## config.mk

```make
export PLATFORM = sky130hd
export DESIGN_NAME = vote_capture_ctrl
export DESIGN_NICKNAME = d
export VERILOG_FILES = /design/src/rtl/vote_capture_ctrl.sv
export SDC_FILE = /design/constraint.sdc
export NUM_CORES = 1
export LEC_CHECK = 0
export ABC_AREA = 1
export CAP_MARGIN = 20
export CORE_AREA = 10 10 239 241
export DETAILED_ROUTE_END_ITERATION = 8
export DIE_AREA = 0 0 249 251
export PLACE_DENSITY = 0.5
export SLEW_MARGIN = 40
export SYNTH_ARGS = -nofsm -noshare
export SYNTH_HDL_FRONTEND = slang
export SYNTH_SLANG_ARGS = --single-unit
export TNS_END_PERCENT = 30
```

## constraint.sdc

```tcl
create_clock -name clk -period 3.5 [get_ports clk]
set_input_delay 0.875 -clock clk [delete_from_list [all_inputs] [get_ports clk]]
set_output_delay 0.875 -clock clk [all_outputs]
set_load 0.05 [all_outputs]
```

## src/rtl/vote_capture_ctrl.sv

```systemverilog
// Single-voter session sequencer for a 16-candidate ballot unit: arms on issue,
// debounces a one-hot button code, commits one vote into saturating tallies.
module vote_capture_ctrl #(
  parameter int HOLD_CYCLES    = 4,
  parameter int TIMEOUT_CYCLES = 1000,
  parameter int COUNT_W        = 16
) (
  input  logic               clk,
  input  logic               rst_n,
  input  logic               ballot_issue,
  input  logic [15:0]        button,
  input  logic               clear_tally,
  input  logic [3:0]         rd_idx,
  output logic               armed,
  output logic               vote_valid,
  output logic [3:0]         vote_idx,
  output logic               multi_err,
  output logic               timeout,
  output logic [COUNT_W-1:0] rd_count,
  output logic [COUNT_W-1:0] total_votes
);

  localparam int HOLD_W = $clog2(HOLD_CYCLES + 1);
  localparam int TOUT_W = $clog2(TIMEOUT_CYCLES + 1);

  typedef enum logic [2:0] {
    S_IDLE, S_ARMED, S_SCAN, S_COMMIT, S_RELEASE
  } state_t;

  state_t              state_q, state_d;
  logic [HOLD_W-1:0]   hold_q, hold_d;
  logic [TOUT_W-1:0]   tout_q, tout_d;
  logic [3:0]          cap_q, cap_d;
  logic [3:0]          vote_idx_d;
  logic                multi_d, tout_pulse_d, commit, tout_hit;
  logic [COUNT_W-1:0]  tally_q [16];
  logic [COUNT_W-1:0]  total_q;

  // Button decode: OR of set-bit indices is exact for a one-hot code and is
  // never used otherwise, so a multi-press cannot be priority-resolved.
  logic        btn_none, btn_one, btn_multi;
  logic [3:0]  btn_idx;

  always_comb begin
    btn_idx = '0;
    for (int i = 0; i < 16; i++) begin
      if (button[i]) btn_idx = btn_idx | 4'(i);
    end
  end

  assign btn_none  = (button == 16'd0);
  assign btn_one   = !btn_none && ((button & (button - 16'd1)) == 16'd0);
  assign btn_multi = !btn_none && !btn_one;
  assign tout_hit  = (tout_q == TOUT_W'(TIMEOUT_CYCLES - 1));

  // NOTE: every variable gets a default before the case so no path leaves it
  // unassigned; otherwise synthesis infers a latch.
  always_comb begin
    state_d      = state_q;
    hold_d       = '0;
    tout_d       = tout_q;
    cap_d        = cap_q;
    multi_d      = 1'b0;
    tout_pulse_d = 1'b0;
    commit       = 1'b0;
    unique case (state_q)
      S_IDLE: begin
        if (ballot_issue) begin
          state_d = S_ARMED;
          tout_d  = '0;
        end
      end
      S_ARMED: begin
        tout_d = tout_q + 1'b1;
        if (tout_hit) begin
          state_d      = S_IDLE;
          tout_pulse_d = 1'b1;
        end else if (btn_none) begin
          state_d = S_SCAN;
        end
      end
      S_SCAN: begin
        tout_d = tout_q + 1'b1;
        if (btn_none) begin
          hold_d = '0;
        end else if (btn_multi) begin
          hold_d = '0;
        end else if (btn_idx != cap_q || hold_q == '0) begin
          cap_d  = btn_idx;
          hold_d = HOLD_W'(1);
        end else begin
          hold_d = hold_q + 1'b1;
          commit = (hold_q == HOLD_W'(HOLD_CYCLES - 1));
        end
        // A commit on the timeout edge takes precedence over abandoning.
        if (commit) begin
          state_d = S_COMMIT;
        end else if (tout_hit) begin
          state_d      = S_IDLE;
          tout_pulse_d = 1'b1;
        end
        multi_d = btn_multi && (state_d == S_SCAN);
      end
      S_COMMIT:  state_d = S_RELEASE;
      S_RELEASE: if (btn_none) state_d = S_IDLE;
      default:   state_d = S_IDLE;
    endcase
  end

  assign vote_idx_d = commit ? btn_idx : vote_idx;

  // NOTE: sequential state uses non-blocking assignments so every flop samples
  // pre-edge values regardless of statement order.
  always_ff @(posedge clk or negedge rst_n) begin
    if (!rst_n) begin
      state_q    <= S_IDLE;
      hold_q     <= '0;
      tout_q     <= '0;
      cap_q      <= '0;
      armed      <= 1'b0;
      vote_valid <= 1'b0;
      vote_idx   <= '0;
      multi_err  <= 1'b0;
      timeout    <= 1'b0;
    end else begin
      state_q    <= state_d;
      hold_q     <= hold_d;
      tout_q     <= tout_d;
      cap_q      <= cap_d;
      armed      <= (state_d == S_ARMED) || (state_d == S_SCAN);
      vote_valid <= (state_d == S_COMMIT);
      vote_idx   <= vote_idx_d;
      multi_err  <= multi_d;
      timeout    <= tout_pulse_d;
    end
  end

  // NOTE: the tally array must read zero straight out of reset, so it is built
  // from resettable flops rather than a RAM macro that cannot be reset.
  always_ff @(posedge clk or negedge rst_n) begin
    if (!rst_n) begin
      for (int i = 0; i < 16; i++) tally_q[i] <= '0;
      total_q <= '0;
    end else if (state_q == S_COMMIT) begin
      if (tally_q[cap_q] != {COUNT_W{1'b1}}) tally_q[cap_q] <= tally_q[cap_q] + 1'b1;
      if (total_q != {COUNT_W{1'b1}}) total_q <= total_q + 1'b1;
    end else if (state_q == S_IDLE && clear_tally) begin
      for (int i = 0; i < 16; i++) tally_q[i] <= '0;
      total_q <= '0;
    end
  end

  assign rd_count    = tally_q[rd_idx];
  assign total_votes = total_q;

endmodule

```

## After elaboration in Yosys (flattened, before gate mapping)

Index checks and enable logic that the tools add are counted.
Widths: inputs -> output; s select.

| cells by class | value |
|---|---|
| multiply operators | 0 |
| add/subtract/negate cells | 5 |
| bitwise logic cells | 5 |
| $lt $le $gt $ge | 3 |
| divide/modulo/power cells | 0 |
| shift-type cells | 0 |
| equal/unequal tests | 16 |
| mux-type cells | 53 |
| reduce and logical (&&, ||, !) cells | 20 |

Operators by type and width:

| cell | number |
|---|---|
| $mux 256 | 3 |
| $bwmux 256 | 1 |
| $bmux 16 s4 | 2 |
| $mux 16 | 8 |
| $demux 16 s4 | 1 |
| $mux 3 | 15 |
| $add 16x1->16 const B | 2 |
| $logic_not 16->1 | 2 |
| $mux 4 | 8 |
| $ne 16x16->1 const B | 2 |
| $pmux 10 s2 | 1 |
| $eq 3x2->1 const B | 6 |
| $and 16x16->16 | 1 |
| $sub 16x1->16 const B | 1 |
| $pmux 3 s5 | 1 |
| $add 10x1->10 const B | 1 |
| $eq 10x10->1 const B | 1 |
| $ge 5x5->1 const B | 2 |
| $mux 10 | 1 |
| $not 4->5 | 2 |
| $mux 1 | 9 |
| $eq 3x1->1 const B | 2 |
| $logic_not 3->1 | 2 |
| $reduce_and 2->1 | 3 |
| other kinds (15) | 25 |

| storage, ports and cells | value |
|---|---|
| register bits | 300 |
| RAM bits | 0 |
| word-level logic and storage cells | 128 |
| latch bits | 0 |
| ROM bits | 0 |
| output and inout port bits | 40 |
| input bits | 24 |
| memories | 0 |

## Longest topological paths before layout

| logic depth | value |
|---|---|
| word-level depth | 26 |
| mapped depth | 26 |

## Least setup slack after synthesis

OpenSTA, ideal clock, no wires.

| timing | value |
|---|---|
| path kind | in2out |
| from | in rd_idx[0] |
| to | out rd_count[14] |
| buffers on the path | 2 |
| slack | 0.410 ns |
| stages | 7 |
| arrival | 2.215 ns |
| cell sequence | inv_2 -> clkbuf_1 -> clkbuf_1 -> nor2_1 -> o221ai_1 -> o211ai_1 -> nand2_1 |

| between the ends | value |
|---|---|
| cells in the longest elaborated chain, start to end | 4 |

RTL lines:

| what | RTL line | source |
|---|---|---|
| start: declaration | 13 | `input logic [3:0] rd_idx,` |
| $not 4->5 (implied by the code) | 153 | `assign rd_count = tally_q[rd_idx];` |
| $bmux 16 s4 | 153 |  |
| $mux 16 (implied by the code) (2 in series) | 153 |  |
| end: declaration | 19 | `output logic [COUNT_W-1:0] rd_count,` |

Every way passes these cells. The select of a mux whose other input is x is not followed.

## Worst setup path after layout

| timing | value |
|---|---|
| from | in rd_idx[0] |
| to | out rd_count[13] |

Same word-level chain as after synthesis.

==> results_dict.tcl <==
set metrics [dict create \
    status "finished, final reports clean" \
    p_leak_nw 10.9 \
    hpwl_um 45100 \
    cts_hold_buffers 0 \
    vias 18100 \
    die-area_um2 62500 \
    yosysTopAreaCellShare_pct 41.4 \
    fmax_mhz 297 \
    cts_max_level 2 \
    grt_pass1_vias 17500 \
    gr-total-overflow 0 \
    synth_edf_count 0 \
    holdWs_ns 0.217 \
    drc_errors 0 \
    routed_via_density 5.15 \
    ys_types 43 \
    post-route-period-util_pct 96.3 \
    cp-start-kind "primary input" \
    post_cts_buffers 0 \
    rows 84 \
    clock-root-buffer "clkbuf_16" \
    tightest_slew_ns 0.715 \
    ys_seq_elements 300 \
    post-route-util_pct 40.8 \
    power_density_nw_per_um2 453 \
    core_area_um2 52200 \
    rsz0062_at_grt "true" \
    antenna_found_initial 0 \
    synth_area_leaders "dfrtp_1, nand2_1, o21ai_0" \
    cp.required_ns 2.62 \
    synth_top_area_cell "dfrtp_1" \
    drt-initial-drc-count 1883 \
    synth_nets 2784 \
    arrival_ns 2.49 \
    yosys_warnings 0 \
    grt_pass1_wl_um 104000 \
    antenna_left 0 \
    place_congestion 0.916 \
    ios 64 \
    timing_max_transition_violations_final 0 \
    path_max_fanout 21 \
    period_minus_slack_ns 3.37 \
    portBuffers 63 \
    pre_cts_slack_ns -0.0514 \
    synth_top_flop_cell "dfrtp_1" \
    drive_gt1_share_pct 8.10 \
    cts_buffer_depth 3 \
    cts.sinks 300 \
    avgSynthCellArea_um2 6.59 \
    slew_headroom_pct 52.2 \
    die_w_um 249 \
    antennaDiodeCount 0 \
    syn_inst 2754 \
    critPathKind "primary input to output port" \
    max-cap-violations 0 \
    cts_buffers 39 \
    cts_tree "yes" \
    dr.pass1.iters 6 \
    hold_path.class "primary input to asynchronous set/reset pin" \
    wire_per_inst_um 19.2 \
    setup_violations 0 \
    fin_skew_ns 0.0233 \
    vdd_ir_drop_max_v 0.000266 \
    fin_setup_tns_ns 0 \
    grt_max_degree 86 \
    fin_nets 2818 \
    insertion_delay_ns 0.56 \
    path_clk_slew_ns 0.05 \
    start_util_pct 34.8 \
    netlist_area_um2 18200 \
    cp-end-kind "output port" \
    yosysSeqAreaShare_pct 41.4 \
    grt_usage_pct 21.1 \
    routed_wl_um 67300 \
    die_y_um 251 \
    p_total_mw 9.64 \
    syn_to_final_growth_pct 17.3 \
    layout_setup_ws_ns 0.131 \
    hold_violations 0 \
    async_reset_ff_share_pct 100 \
]
sequential cells by signal, indices dropped and copies added, names as in the netlist, 3 cells and up:
| signal | flops |
|---|---|
| cap_q | 4 |
| hold_q | 3 |
| state_q | 3 |
| tally_q | 256 |
| total_votes | 16 |
| tout_q | 10 |
| vote_idx | 4 |
final cells by class:
class	count	area [um^2]
Clock buffer	60	1220
Clock inverter	9	101
Fill cell	5444	30900
Inverter	141	534
Multi-Input combinational cell	2161	9340
Sequential cell	300	7510
Tap cell	688	861
Timing Repair Buffer	145	1730
cell families (layout without fill, tap and decap cells):
| logic type | after synthesis | after routing | synth area share (%) |
|---|---|---|---|
| AOI/OAI and AO/OA | 320 | 320 | 10.2 |
| muxes | 1 | 1 | 0.0551 |
| buffers and inverters | 293 | 355 | 7.38 |
| xor gates and xnor gates | 8 | 8 | 0.469 |
| DFF | 300 | 300 | 41.4 |
| adders and majority gates | 6 | 6 | 0.414 |
| and+or+nand+nor | 1826 | 1826 | 40.2 |
routing by layer:
metal	track usage, %	up-vias	part of all wire, %
met5	0	-	0
met4	8.62	0	3.7
met3	2.56	121	6.2
met2	33.8	632	46
met1	28.3	8577	44
li1	-	8721	-
synthesized netlist by cell type (2+ instances only):
master	instances
o21a_1	4
buf_6	14
ha_1	6
a31oi_1	4
nor3_1	16
o21ai_1	14
o211ai_1	22
buf_1	10
nor3b_1	3
nor2_1	185
xor2_1	5
inv_2	9
dfrtp_1	300
nand3_1	81
o21ai_0	172
nand3b_1	3
clkbuf_1	61
buf_2	47
a21oi_1	49
o22ai_1	13
o221ai_1	38
nor2_4	13
or2_2	2
inv_1	130
nand2_1	1476
nand2_4	11
nand2_2	9
nor2_2	9
nand4_1	15
xor2_2	2
buf_4	19
cells in the final DEF, fill, tap and decap left out, types with 4 or more instances in the layout:
| cell | count |
|---|---|
| o22ai_1 | 13 |
| clkbuf_16 | 41 |
| clkbuf_1 | 7 |
| ha_1 | 6 |
| clkinv_2 | 5 |
| nor2_4 | 17 |
| o21a_1 | 4 |
| inv_1 | 129 |
| xor2_1 | 5 |
| a31oi_1 | 4 |
| o21ai_0 | 172 |
| o21ai_1 | 14 |
| nor3_1 | 15 |
| nand2_4 | 11 |
| nor2_1 | 184 |
| clkbuf_8 | 12 |
| o221ai_1 | 38 |
| nand2_2 | 10 |
| buf_12 | 42 |
| nand2_1 | 1475 |
| dfrtp_1 | 298 |
| buf_4 | 56 |
| nand3_1 | 81 |
| o211ai_1 | 22 |
| nor2_2 | 6 |
| a21oi_1 | 49 |
| inv_2 | 9 |
| clkdlybuf4s50_1 | 43 |
| nand4_1 | 15 |
report_power, final:
part	internal, mW	leakage [nW]	switching, mW
Combinational	0.522	6.21	1.00
Sequential	3.75	4.04	0.229
Clock	2.54	0.652	1.60
per-stage QoR:
step	std cells	instance area [um^2]
2_1_floorplan	2754	18200
3_3_place_gp	3435	19900
3_5_place_dp	3435	20000
4_1_cts	3504	21300
5_1_grt	3504	21300
6_report	3504	21300
path summary, 6_finish.rpt:
kind | endpoint | start | slack [ns] | depth (start not counted)
max in group asynchronous | cap_q[0] | rst_n | 2.44 | 2
min reg2reg | tally_q[58] | tally_q[58] | 0.47 | 2
max reg2reg | tally_q[80] | cap_q[0] | 0.27 | 20
min in group clk | tally_q[58] | tally_q[58] | 0.47 | 2
max | rd_count[13] | rd_idx[0] | 0.13 | 9
min | tally_q[23] | rst_n | 0.22 | 1
critical path, cell delays in order:
cell,delay (ns)
buf_4,0.15
inv_4,0.21
buf_12,0.19
buf_4,0.27
o21ai_0,0.11
o221ai_1,0.18
nand3_1,0.17
nand2_1,0.16
buf_12,0.15
repair_timing:
action / CTS / global route
endpoints found under the hold margin: 0 / 0
resized for setup: 0 / 3
setup endpoints to repair: 0 / 69
Power figures use the tool's default switching activity.
